[src/rtl/fetch_stage.sv]
// -----------------------------------------------------------------------------
// fetch_stage
//   Producer side of the IF/ID interface. Holds the fetch PC and issues
//   single-word reads to instruction memory with at most one read in flight.
//   Returned words go into a small FIFO. The head entry is presented as
//   instruction / PCF / PCPlus4F to the IF/ID register. A redirect from
//   execute (PCSrcE) flushes the FIFO and discards any stale fetch.
//
// Ports
//   clk          in   clock, all state updates on posedge
//   rst          in   synchronous active-high reset
//   StallF       in   decode not accepting; hold the head entry
//   PCSrcE       in   redirect request from execute
//   PCTargetE    in   redirect target (low two bits ignored)
//   imem_req     out  one-cycle read request pulse
//   imem_addr    out  read address (0 while in reset)
//   imem_rvalid  in   read data valid
//   imem_rdata   in   read data
//   instruction  out  head instruction, 0 when FetchValid=0
//   PCF          out  head PC, 0 when FetchValid=0
//   PCPlus4F     out  PCF+4, 0 when FetchValid=0
//   FetchValid   out  head entry present
// -----------------------------------------------------------------------------
module fetch_stage #(
  parameter logic [31:0] RESET_PC  = 32'h0000_0000,
  parameter int          BUF_DEPTH = 2
) (
  input  logic        clk,
  input  logic        rst,
  input  logic        StallF,
  input  logic        PCSrcE,
  input  logic [31:0] PCTargetE,
  output logic        imem_req,
  output logic [31:0] imem_addr,
  input  logic        imem_rvalid,
  input  logic [31:0] imem_rdata,
  output logic [31:0] instruction,
  output logic [31:0] PCF,
  output logic [31:0] PCPlus4F,
  output logic        FetchValid
);

  localparam int PTR_W = $clog2(BUF_DEPTH);
  localparam int CNT_W = PTR_W + 1;
  localparam logic [CNT_W-1:0] DEPTH_C = CNT_W'(BUF_DEPTH);
  localparam logic [CNT_W-1:0] CNT_ONE = CNT_W'(1);
  localparam logic [PTR_W-1:0] PTR_ONE = PTR_W'(1);

  logic [31:0]      r_fetch_pc;
  logic [31:0]      r_req_pc;
  logic             r_outstanding;
  logic             r_kill;
  logic [CNT_W-1:0] r_count;
  logic [PTR_W-1:0] r_wr_ptr;
  logic [PTR_W-1:0] r_rd_ptr;
  logic [31:0]      r_buf_instr [BUF_DEPTH];
  logic [31:0]      r_buf_pc    [BUF_DEPTH];

  logic        w_issue;
  logic        w_resp;
  logic        w_push;
  logic        w_pop;
  logic        w_has_head;
  logic [31:0] w_head_pc;

  // Issue only when nothing is in flight and a FIFO slot is guaranteed free
  // for the returning word, so a push can never overflow.
  assign w_issue = !rst && !PCSrcE && !r_outstanding && (r_count < DEPTH_C);
  // Responses with nothing in flight (e.g. arriving after reset) are ignored.
  assign w_resp  = imem_rvalid && r_outstanding;
  assign w_push  = w_resp && !r_kill && !PCSrcE;
  assign w_pop   = (r_count != '0) && !StallF && !PCSrcE;

  assign imem_req  = w_issue;
  assign imem_addr = rst ? 32'h0 : r_fetch_pc;

  // Head outputs read as zero when empty so IF/ID sees the flush value.
  assign w_has_head  = !rst && (r_count != '0);
  assign w_head_pc   = r_buf_pc[r_rd_ptr];
  assign FetchValid  = w_has_head;
  assign instruction = w_has_head ? r_buf_instr[r_rd_ptr] : 32'h0;
  assign PCF         = w_has_head ? w_head_pc : 32'h0;
  assign PCPlus4F    = w_has_head ? (w_head_pc + 32'd4) : 32'h0;

  // FIFO storage; one write-enabled register pair per slot.
  for (genvar gi = 0; gi < BUF_DEPTH; gi++) begin : g_slot
    always_ff @(posedge clk) begin
      if (!rst && w_push && (r_wr_ptr == PTR_W'(gi))) begin
        r_buf_instr[gi] <= imem_rdata;
        r_buf_pc[gi]    <= r_req_pc;
      end
    end
  end

  always_ff @(posedge clk) begin
    if (rst) begin
      r_fetch_pc    <= RESET_PC;
      r_req_pc      <= 32'h0;
      r_outstanding <= 1'b0;
      r_kill        <= 1'b0;
      r_count       <= '0;
      r_wr_ptr      <= '0;
      r_rd_ptr      <= '0;
    end else begin
      // Issue and response are mutually exclusive (issue needs nothing in flight).
      if (w_issue) begin
        r_outstanding <= 1'b1;
        r_req_pc      <= r_fetch_pc;
      end else if (w_resp) begin
        r_outstanding <= 1'b0;
      end

      // Any returning word consumes the kill; a redirect with a read still in
      // flight arms it so that the stale word is dropped when it lands.
      if (w_resp) begin
        r_kill <= 1'b0;
      end else if (PCSrcE && r_outstanding) begin
        r_kill <= 1'b1;
      end

      if (PCSrcE) begin
        r_fetch_pc <= PCTargetE & 32'hFFFF_FFFC;
        r_count    <= '0;
        r_wr_ptr   <= '0;
        r_rd_ptr   <= '0;
      end else begin
        if (w_issue) begin
          r_fetch_pc <= r_fetch_pc + 32'd4;
        end
        if (w_push) begin
          r_wr_ptr <= r_wr_ptr + PTR_ONE;
        end
        if (w_pop) begin
          r_rd_ptr <= r_rd_ptr + PTR_ONE;
        end
        case ({w_push, w_pop})
          2'b10:   r_count <= r_count + CNT_ONE;
          2'b01:   r_count <= r_count - CNT_ONE;
          default: r_count <= r_count;
        endcase
      end
    end
  end

endmodule

[config.mk]
export PLATFORM = sky130hd
export DESIGN_NAME = fetch_stage
export DESIGN_NICKNAME = d
export VERILOG_FILES = /design/src/rtl/fetch_stage.sv
export SDC_FILE = /design/constraint.sdc
export NUM_CORES = 1
export LEC_CHECK = 0
export ABC_AREA = 1
export BUFFER_PORTS_ARGS = -buffer_cell sky130_fd_sc_hd__buf_2
export CAP_MARGIN = 0
export CORE_MARGIN = 10
export CORE_UTILIZATION = 35
export DETAILED_ROUTE_END_ITERATION = 8
export MAX_ROUTING_LAYER = met4
export PLACE_DENSITY = 0.57
export REMOVE_ABC_BUFFERS = 1
export SYNTH_ARGS = -nofsm -noshare
export SYNTH_HDL_FRONTEND = slang
export SYNTH_SLANG_ARGS = --single-unit
[constraint.sdc]
create_clock -name clk -period 5.2 [get_ports clk]
set_input_delay 0.52 -clock clk [delete_from_list [all_inputs] [get_ports clk]]
set_output_delay 0.52 -clock clk [all_outputs]
set_load 0.02 [all_outputs]
* Word level (Yosys, flattened, before mapping)
Memory sizes are Yosys's and may differ from the RTL's. A register that Yosys moved wholly into a read port is not among the register bits.
Index checks and enable logic that the tools add are counted.
** Storage, ports and cells
- Bits in registers :: 70
- RAM bits :: 128
- Input bits :: 69
- Output and inout bits :: 130
- Word-level logic and storage cells :: 69
- Memories kept :: 2
** Operators by class
- Add/subtract/negate cells :: 6
- Order comparisons :: 1
- Equal/unequal tests :: 2
- Muxes and demuxes :: 23
- Bitwise logic cells :: 1
- Reductions and logical operators :: 26
** Memory list
- r_buf_instr :: words 2, width 32, rd ports 1, clocked after Yosys merged registers in 1, write ports 1, line 56 : logic [31:0] r_buf_instr [BUF_DEPTH];
- r_buf_pc :: words 2, width 32, rd ports 1, clocked after Yosys merged registers in 1, write ports 1, line 57 : logic [31:0] r_buf_pc [BUF_DEPTH];
** Operator list (number)
- 32-bit two-way mux :: 8
- 32-bit by 3-bit adder with 32-bit output (second input constant) :: 2
- 32-bit OR reduction :: 2
- 1-bit two-way mux :: 14
- 1-bit logical AND :: 13
- 2-bit nonzero test :: 4
- 1-bit zero test :: 5
- 2-bit one-hot mux with 2 select lines :: 1
- 2-bit OR reduction :: 2
- 1-bit adder (second input constant) :: 2
- 2-bit by 1-bit adder with 2-bit output (second input constant) :: 1
- 2-bit by 1-bit equality test with 1-bit output (second input constant) :: 1
- 2-bit equality test (second input constant) :: 1
- 2-bit < comparator (second input constant) :: 1
- 2-bit by 1-bit subtractor with 2-bit output (second input constant) :: 1
- 1-bit NOT :: 1

* Logic depth before layout (Yosys ltp)
Gate-level depths: netlist (run 1).
- Depth in word-level cells :: 9
- Mapped depth :: 13
- Mapped depth without buffers :: 13

* Worst setup path before layout (run 1)
No wires, ideal clock.
- Kind :: input to register
- Start :: input rst
- End :: memory r_buf_instr[0][0] (enable)
- Setup time :: 558 ps
- Data arrival time :: 5167 ps
- Required time :: 4642 ps
- Path slack :: -525 ps
- Stages :: 3
- Path buffers :: 2
- Cells stage by stage :: buf_2 buf_1 nor3_1
** Between the ends
- Longest elaborated chain between the ends :: 7
- Elaborated cells between the ends (all ways) :: 11
- Classes of those cells :: mux (6); reduce/logical (5)
** Ends and longest elaborated chain
- start, declared :: line 29 : input logic rst,
- 1-bit zero test * :: line 88 : if (!rst && w_push && (r_wr_ptr == PTR_W'(gi))) begin
- 1-bit logical AND * :: line 88
- 1-bit logical AND :: line 88
- 1-bit two-way mux :: line 88
- 1-bit two-way mux (not written as such) :: line 89 : r_buf_instr[gi] <= imem_rdata;
- 32-bit OR reduction (no line)
- 1-bit two-way mux (no line)
- end, declared :: line 56
Mark *: on every way between the ends. The rest lies on a longest branch, timed or not.

==> reports/qor.yml, run 1 <==
status: "finished, final reports clean"
synth_area_per_cell_um2: 7.77
placed_cell_area_um2: 10800
synthTopCellsByArea: "edfxtp_1 39%, nand2_1 16%, dfxtp_1 14%"
antenna_cells: 0
rows: 60
drcViolationCount: 0
worst_pin_slew_ps: 889
yosys_warnings: 0
fillers: 2816
synthArstFlopShare: 0
ff2ff_setup_slack_ps: 2790
timing.rr.end: "r_fetch_pc[31]"
setup_viol: 0
drt-initial-drc-count: 484
register_area_um2: 5070
post_cts_buffers: 0
multi_input_area_um2: 3680
fin_crit_sh: 0.743
fin_setup_tns_ps: 0
start_util: 0.355
clk_latency_ps: 440
dieHeight_um: 185
cts_num_sinks: 191
first_pass_iters: 5
cts_resized: 0
hold_slack_ps: 265
vias: 8092
grt_max_degree: 63
ys_seq_area_frac: 0.531
yosys.area.top_type: "edfxtp_1"
grt_overflow: 0
area_growth_pct: 19.0
numCtsBuffers: 17
cts_root_buffer: "clkbuf_16"
coreArea_um2: 26900
ys_seq_elements: 191
skew_ps: 12.0
slew_headroom: 0.407
gp_congestion: 0.874
p_leak_nw: 5.40
synth.top_cell.area_share: 0.390
ant_nets: 0
whs_path_depth: 1
slew_viol_final: 0
final_area_um2: 11400
cp.arrival_ps: 3350
ctsHoldBuffers: 0
end_kind: "primary output"
antenna_found_initial: 0
pin_count: 199
dominantRegCellSynth: "edfxtp_1"
hold_end: "r_buf_instr[1][5]"
power_density_nw_per_um2: 286
cp.required_ps: 4680
rsz0062_at_grt: "false"
rr_worst_depth: 8
ys_top_cells_by_count: "405 x nand2_1, 169 x nor2_1, 143 x inv_1"
synth_area_um2: 9550
hold_viol: 0
viasPerCell: 4.62
gr-usage-all-layers: 0.166
worstReg2RegStart: "r_outstanding"
cts_htree_levels: 4
path_class: "flip-flop to primary output"
vdd_drop_max_uv: 210
cts_tree: "yes"
finalCriticalPeriod_ps: 3870
cts_buffer_depth: 2
hold_path.class: "input port to flip-flop"
clk_pin_slew_worst_paths_ps: 80
synth_edf_count: 124
drive_above_1_share: 0.198
hold_path.startpoint: "imem_rdata[5]"
syn_inst: 1229
max_cap_violations: 0
drt_wl_total_um: 27800
grt_pass1_vias: 8002
dp_hpwl_um: 20300
io_buffers: 190
fin_nets: 1471
die_w_um: 185
clock.fmax_mhz: 259
wl_per_cell_um: 15.9
crit_path_start_kind: "flip-flop"
die_area_um2: 34300
cp_max_fo: 35
grt_pass1_wl_um: 43500
synth_cell_types: 39
yosysMostFrequentCell: "nand2_1"
-- registers in the layout, summed over array words and instances (netlist names), named ones only --
name / cells
r_rd_ptr: 1
r_buf_instr: 64
r_req_pc: 30
r_kill: 1
r_fetch_pc: 30
r_wr_ptr: 1
r_outstanding: 1
r_buf_pc: 60
r_count: 2
-- cell families after synthesis --
group,Yosys count,synth area share
AND/OR/NAND/NOR,686,0.293
buffers and inverters,201,0.0873
flip-flops,191,0.531
other,1,0.000393
adder cells (fa/ha/maj),3,0.00393
XOR/XNOR,5,0.00459
AO/OA/AOI/OAI,142,0.0805
-- cells in the final DEF, fill, tap and decap left out, types with 7 or more instances in the layout --
cell / count
buf_4: 9
nor3_1: 14
nor2_2: 17
clkbuf_16: 18
nand2_2: 19
dfxtp_1: 66
nand3_1: 47
inv_1: 143
nor2_1: 169
nand2_1: 405
a211oi_1: 10
edfxtp_1: 124
o21ai_0: 54
buf_2: 190
nand4_1: 7
a21oi_1: 60
-- cell type report --
class,instances,area share
clock buffers,19,0.0409
clock inverters,13,0.0126
inverters,148,0.0489
multi-input cells,842,0.324
flip-flops and latches,191,0.446
well taps,341,0.0376
repair buffers,199,0.0897
-- routing by layer --
layer,routed length [um],track usage,up-vias
met1,13300,0.213,3622
met4,252,0.0371,0
met2,12800,0.269,210
li1,-,-,4242
met3,1490,0.0298,18
met5,0,-,-
-- power breakdown --
part           internal (mW)  total (mW)  switching [mW]
Sequential              1.65        1.68          0.0300
Clock                  0.721        1.35           0.628
Combinational         0.0696       0.219           0.150
-- through the flow --
step / utilization / setup slack, ps / power, mW / cells
after floorplan: - / -317 / 1.83 / 1181
after global placement: 0.400 / 1740 / 1.93 / 1721
after detailed placement: 0.400 / 1710 / 1.93 / 1721
after CTS: 0.423 / 1220 / 3.28 / 1753
after global routing: 0.423 / 1000 / 3.37 / 1753
final: 0.423 / 1330 / 3.25 / 1753
-- worst max-delay path by stage --
stage,start,endpoint,slack (ps)
final,flip-flop,PCPlus4F[14],1330
after global routing,flip-flop,PCPlus4F[14],1000
after CTS,flip-flop,PCPlus4F[14],1220
after detailed placement,flip-flop,PCPlus4F[14],1710
after global placement,flip-flop,PCPlus4F[14],1740
after floorplan,imem_rvalid,r_buf_instr[0][0],-320
-- worst max-delay path, stage by stage (launching register included) --
cell	delay [ps]
dfxtp_2	750
buf_4	490
nand2_1	140
nand2_2	100
ha_1	220
nand2_1	140
nor2_4	210
nand2_2	120
nor2_2	200
o21ai_0	100
a21oi_1	200
buf_2	220
Note: power is estimated with default switching activity, not from simulation.
==> run 2: changes to the inputs <==
ABC_AREA = 0   (was 1)
PLACE_DENSITY = 0.58   (was 0.57)
clock period = 3.3 ns   (was 5.2 ns; I/O delays follow)
==> run 2 against run 1 <==
Net effect:
- via count is 16% lower
- routed wire length is 15% lower
- first-iteration DRC count is 1.7% higher
- critical path type unchanged
- design area is 4.2% lower
- largest cell class unchanged
- hold slack worse by 170 ps
- die area is 6.1% lower
- synthesized cell count is 32% lower
- critical path depth is 4 lower
==> reports/qor.yml, run 2 <==
cp.required_ps: 2970
cts_root_buffer: "clkbuf_16"
switchingPower_mw: 1.15
max_cap_violations: 0
synthArstFlopShare: 0
synth-adder-area-share: 0.00422
rows: 58
grt_pass1_vias: 6601
drt_wl_total_um: 23700
path_class: "flip-flop to primary output"
syn_inst: 840
hold_slack_ps: 91.5
worst_pin_slew_ps: 726
cp_max_fo: 15
die_area_um2: 32200
dominantRegCellSynth: "edfxtp_1"
skew_ps: 10.3
synth_mux_area_frac: 0.0830
drt-initial-drc-count: 492
cts_htree_levels: 4
power_density_nw_per_um2: 459
pin_count: 199
status: "finished, final reports clean"
viasPerCell: 4.95
power_frac_comb: 0.055
ctsHoldBuffers: 0
dp_cells: 1325
slew_viol_final: 0
gp_congestion: 0.850
first_pass_iters: 5
final_common_cell: "buf_2"
path_cells: "buf_4 -> nand4b_1 -> a221oi_4 -> nand4_4 -> nor4_1 -> mux2_2 -> buf_2"
drcViolationCount: 0
p_clk_frac: 0.419
largest_reg_flops: 64
antenna_found_initial: 0
cts_tree: "yes"
fin_cells: 1365
vdd_drop_max_uv: 224
end_kind: "primary output"
clock.fmax_mhz: 320
ys_top_cells_by_count: "124 x edfxtp_1, 105 x nor2_1, 101 x nand2_1"
io_buffers: 190
synth_xor_area_frac: 0.0285
synthTopCellsByArea: "edfxtp_1 42%, dfxtp_1 15%, mux2i_1 6.5%"
synth_top_family_by_area: "simple AND/OR/NAND/NOR gates"
ys_seq_elements: 191
dp_hpwl_um: 17100
drive_above_1_share: 0.267
yosysMostFrequentCell: "edfxtp_1"
cts_num_sinks: 191
synth.top_cell.area_share: 0.419
final_area_um2: 10900
seqPwrFrac: 0.526
cp_top_family: "simple AND/OR/NAND/NOR gates"
synth_area_um2: 8900
synth_edf_count: 124
rsz0062_at_grt: "true"
slew_headroom: 0.509
reg_top3: "r_buf_instr (64), r_buf_pc (60)"
ys_seq_area_frac: 0.569
fin_crit_sh: 0.947
hold_path.class: "input port to flip-flop"
fin_setup_tns_ps: 0
path_buf_inv: 2
final_cell_mix: "190 x buf_2, 124 x edfxtp_1, 105 x nor2_1"
grt_overflow: 0
finalCriticalPeriod_ps: 3130
slowest_stage: "a221oi_4"
gr-usage-all-layers: 0.146
p_leak_nw: 4.02
fin_nets: 1094
start_util: 0.354
ff2ff_setup_slack_ps: 750
antenna_cells: 0
yosys.area.top_type: "edfxtp_1"
setup_viol: 0
swShare: 0.231
clk_latency_ps: 420
placed_cell_area_um2: 10200
internal_power_mw: 3.84
grt_max_degree: 63
synth-simple-area-share: 0.191
cp.arrival_ps: 2800
die_w_um: 179
ant_nets: 0
synth_cell_types: 61
slowest_delay_ps: 460
area_growth_pct: 22.3
numCtsBuffers: 17
vias: 6762
largest-register: "r_buf_instr"
synth_compound_gate_area_share: 0.0870
coreArea_um2: 25100
dieHeight_um: 179
clk_pin_slew_worst_paths_ps: 70
yosys_warnings: 0
total_power_mw: 5.00
grt_pass1_wl_um: 37200
synth_area_per_cell_um2: 10.6
wl_per_cell_um: 17.4
hold_viol: 0
cts_buffer_depth: 2
crit_path_start_kind: "flip-flop"
==> run 2: layer usage <==
layer	routed length [um]	global-route usage
met5	0	-
met3	903	0.0263
met2	10900	0.224
met4	329	0.0457
met1	11500	0.193
==> run 2: cell families (layout without fill, tap and decap cells) <==
| logic type | count (synthesis) | after routing |
|---|---|---|
| mux | 72 | 72 |
| flops | 191 | 191 |
| other cells | 1 | 6 |
| xor+xnor | 29 | 29 |
| simple gates | 349 | 349 |
| fa+ha+maj | 3 | 3 |
| buf+inv | 71 | 261 |
| compound gates | 124 | 124 |
==> run 2: path summary, 6_finish.rpt <==
| kind | start | end | depth (start not counted) |
|---|---|---|---|
| setup / recovery | flip-flop | PCPlus4F[31] | 7 |
| hold / removal | imem_rdata[3] | r_buf_instr[1][3] | 1 |
| setup reg to reg | r_count[1] | r_fetch_pc[18] | 6 |
| hold reg to reg | r_req_pc[22] | r_buf_pc[1][22] | 0 |
==> run 2: worst reg2reg max path, delay by kind of cell, from the launching register on <==
kind / cells / cell delay, ps
buffers and inverters: 1 / 330
AOI/OAI and AO/OA: 1 / 130
and+or+nand+nor: 3 / 1300
DFF: 1 / 390
muxes: 1 / 360
==> run 2: cell type report <==
type	instances	area (um^2)
Clock buffer	19	443
Clock inverter	13	155
Fill cell	2500	14200
Inverter	13	48.8
Multi-Input combinational cell	583	3570
Sequential cell	191	5070
Tap cell	330	413
Timing Repair Buffer	216	1180
==> run 2: power by group through the flow <==
stage	clock, mW	combinational (mW)	sequential, mW
detailed placement	0	0.277	2.68
CTS	2.16	0.279	2.63
floorplan	0	0.146	2.67
finish	2.09	0.275	2.63
global placement	0	0.273	2.68
global route	2.27	0.306	2.64
==> run 2: stage by stage <==
stage               setup slack [ps]  utilization
CTS                             25.8        0.430
floorplan                      -2450            -
finish                           175        0.433
global route                   -10.3        0.433
detailed placement               409        0.405
global placement                 416        0.405
==> run 2: repair_timing <==
action                                 in CTS  in global routing
buffers inserted                            1                  7
gates cloned                                0                  0
gates resized for setup                     0                  6
endpoints found under the hold margin       0                  0
pin swaps                                   0                  2
setup endpoints to repair                   5                  7
==> run 3: changes to the inputs <==
ABC_AREA = 1   (was 0)
PLACE_DENSITY = 0.57   (was 0.58)
==> run 3 against run 2 <==
Net effect:
- clock power up 2%
- critical path depth up 4
- sequential power about the same
- sequential share of layout area down 2.3 points
- critical endpoint is now PCPlus4F[14]
- largest cell class unchanged
==> reports/qor.yml, run 3 (same netlist as run 1, synthesis figures left out) <==
start_util: 0.355
hold_slack_ps: 78.0
drt-initial-drc-count: 550
antenna_found_initial: 0
slew_headroom: 0.519
final_common_cell: "nand2_1"
vias: 8208
rr_worst_depth: 6
ant_nets: 0
status: "finished, final reports clean"
area_growth_pct: 20.0
clk_latency_ps: 440
cp_max_fo: 29
antenna_cells: 0
path_class: "flip-flop to primary output"
rsz0062_at_grt: "false"
rows: 60
worst_pin_slew_ps: 721
dp_cells: 1728
slew_viol_final: 0
cts_htree_levels: 4
pin_count: 199
end_kind: "primary output"
total_power_mw: 5.13
io_buffers: 190
use_met3: 0.0251
worstReg2RegStart: "r_outstanding"
drt_wl_total_um: 27800
cts_tree: "yes"
placed_cell_area_um2: 10800
hold_path.startpoint: "imem_rdata[20]"
cp.required_ps: 2970
clk_pin_slew_worst_paths_ps: 70
coreArea_um2: 26900
ctsHoldBuffers: 0
crit_path_start_kind: "flip-flop"
fin_cells: 1760
fin_setup_tns_ps: 0
viasPerCell: 4.66
finalCriticalPeriod_ps: 3030
max_cap_violations: 0
gp_congestion: 0.877
cts_root_buffer: "clkbuf_16"
grt_max_degree: 63
wl_per_cell_um: 15.8
power_density_nw_per_um2: 448
cts_num_sinks: 191
fin_nets: 1478
cts_buffer_depth: 2
ff2ff_setup_slack_ps: 1260
numCtsBuffers: 17
largest_reg_flops: 64
vdd_drop_max_uv: 265
dieHeight_um: 185
clock.fmax_mhz: 330
grt_pass1_vias: 7935
final_cell_mix: "405 x nand2_1, 190 x buf_2, 169 x nor2_1"
skew_ps: 13.6
die_w_um: 185
drcViolationCount: 0
final_area_um2: 11500
met2_usage: 0.263
p_leak_nw: 5.45
hold_end: "r_buf_instr[1][20]"
die_area_um2: 34300
setup_viol: 0
gr-usage-all-layers: 0.165
hold_viol: 0
largest-register: "r_buf_instr"
busiest_layer: "met2"
met1_usage: 0.216
grt_pass1_wl_um: 43200
grt_overflow: 0
cp.arrival_ps: 2700
drive_above_1_share: 0.201
first_pass_iters: 5
fin_crit_sh: 0.919
whs_path_depth: 1
hold_path.class: "input port to flip-flop"
timing.rr.end: "r_fetch_pc[20]"
reg_top3: "r_buf_instr (64), r_buf_pc (60)"
dp_hpwl_um: 20600
run 3: what timing repair did:
item / CTS / global route
buffers inserted: 0 / 0
hold endpoints to repair: 0 / 0
endpoints found under the setup margin: 0 / 3
resized for setup: 0 / 3
run 3: worst max-delay path by stage:
stage                              from                 to  slack (ps)  depth (start not counted)
after floorplan           r_outstanding  r_buf_instr[0][0]       -2050                          4
after global placement        flip-flop       PCPlus4F[30]         600                         13
after detailed placement      flip-flop       PCPlus4F[14]         590                         11
after global routing          flip-flop       PCPlus4F[30]          10                         13
after CTS                     flip-flop       PCPlus4F[30]         100                         13
final                         flip-flop       PCPlus4F[14]         270                         11
run 3: layer usage:
layer / share of wire / wire, um / vias to the layer above
met5: 0 / 0 / -
met4: 0.011 / 315 / 0
met3: 0.049 / 1370 / 20
met2: 0.46 / 12900 / 213
met1: 0.48 / 13300 / 3719
li1: - / - / 4256
run 3: where the power goes:
part | switching (mW) | internal [mW]
Combinational | 0.239 | 0.113
Sequential | 0.0477 | 2.60
Clock | 0.919 | 1.21
Total | 1.21 | 3.92
run 3: final cells by class:
cell class | instances | area, um^2
multi-input cells | 842 | 3680
well taps | 341 | 427
clock buffers | 23 | 522
flip-flops and latches | 191 | 5070
clock inverters | 9 | 92.6
repair buffers | 206 | 1100
inverters | 148 | 557
fillers | 2787 | 15400
run 3: critical path, cell delays in order, from the launching register on:
cell     delay, ps
dfxtp_2        400
buf_8          230
nand2_1        120
nand2_2         90
ha_1           220
nand2_1        140
nor2_4         210
nand2_2        120
nor2_2         200
o21ai_0        120
a21oi_1        200
buf_2          230
run 3: through the flow:
step / worst slack (ps) / utilization
2_1_floorplan: -2050 / -
5_1_grt: 13.3 / 0.426
6_report: 269 / 0.426
4_1_cts: 102 / 0.426
3_3_place_gp: 596 / 0.403
3_5_place_dp: 594 / 0.403
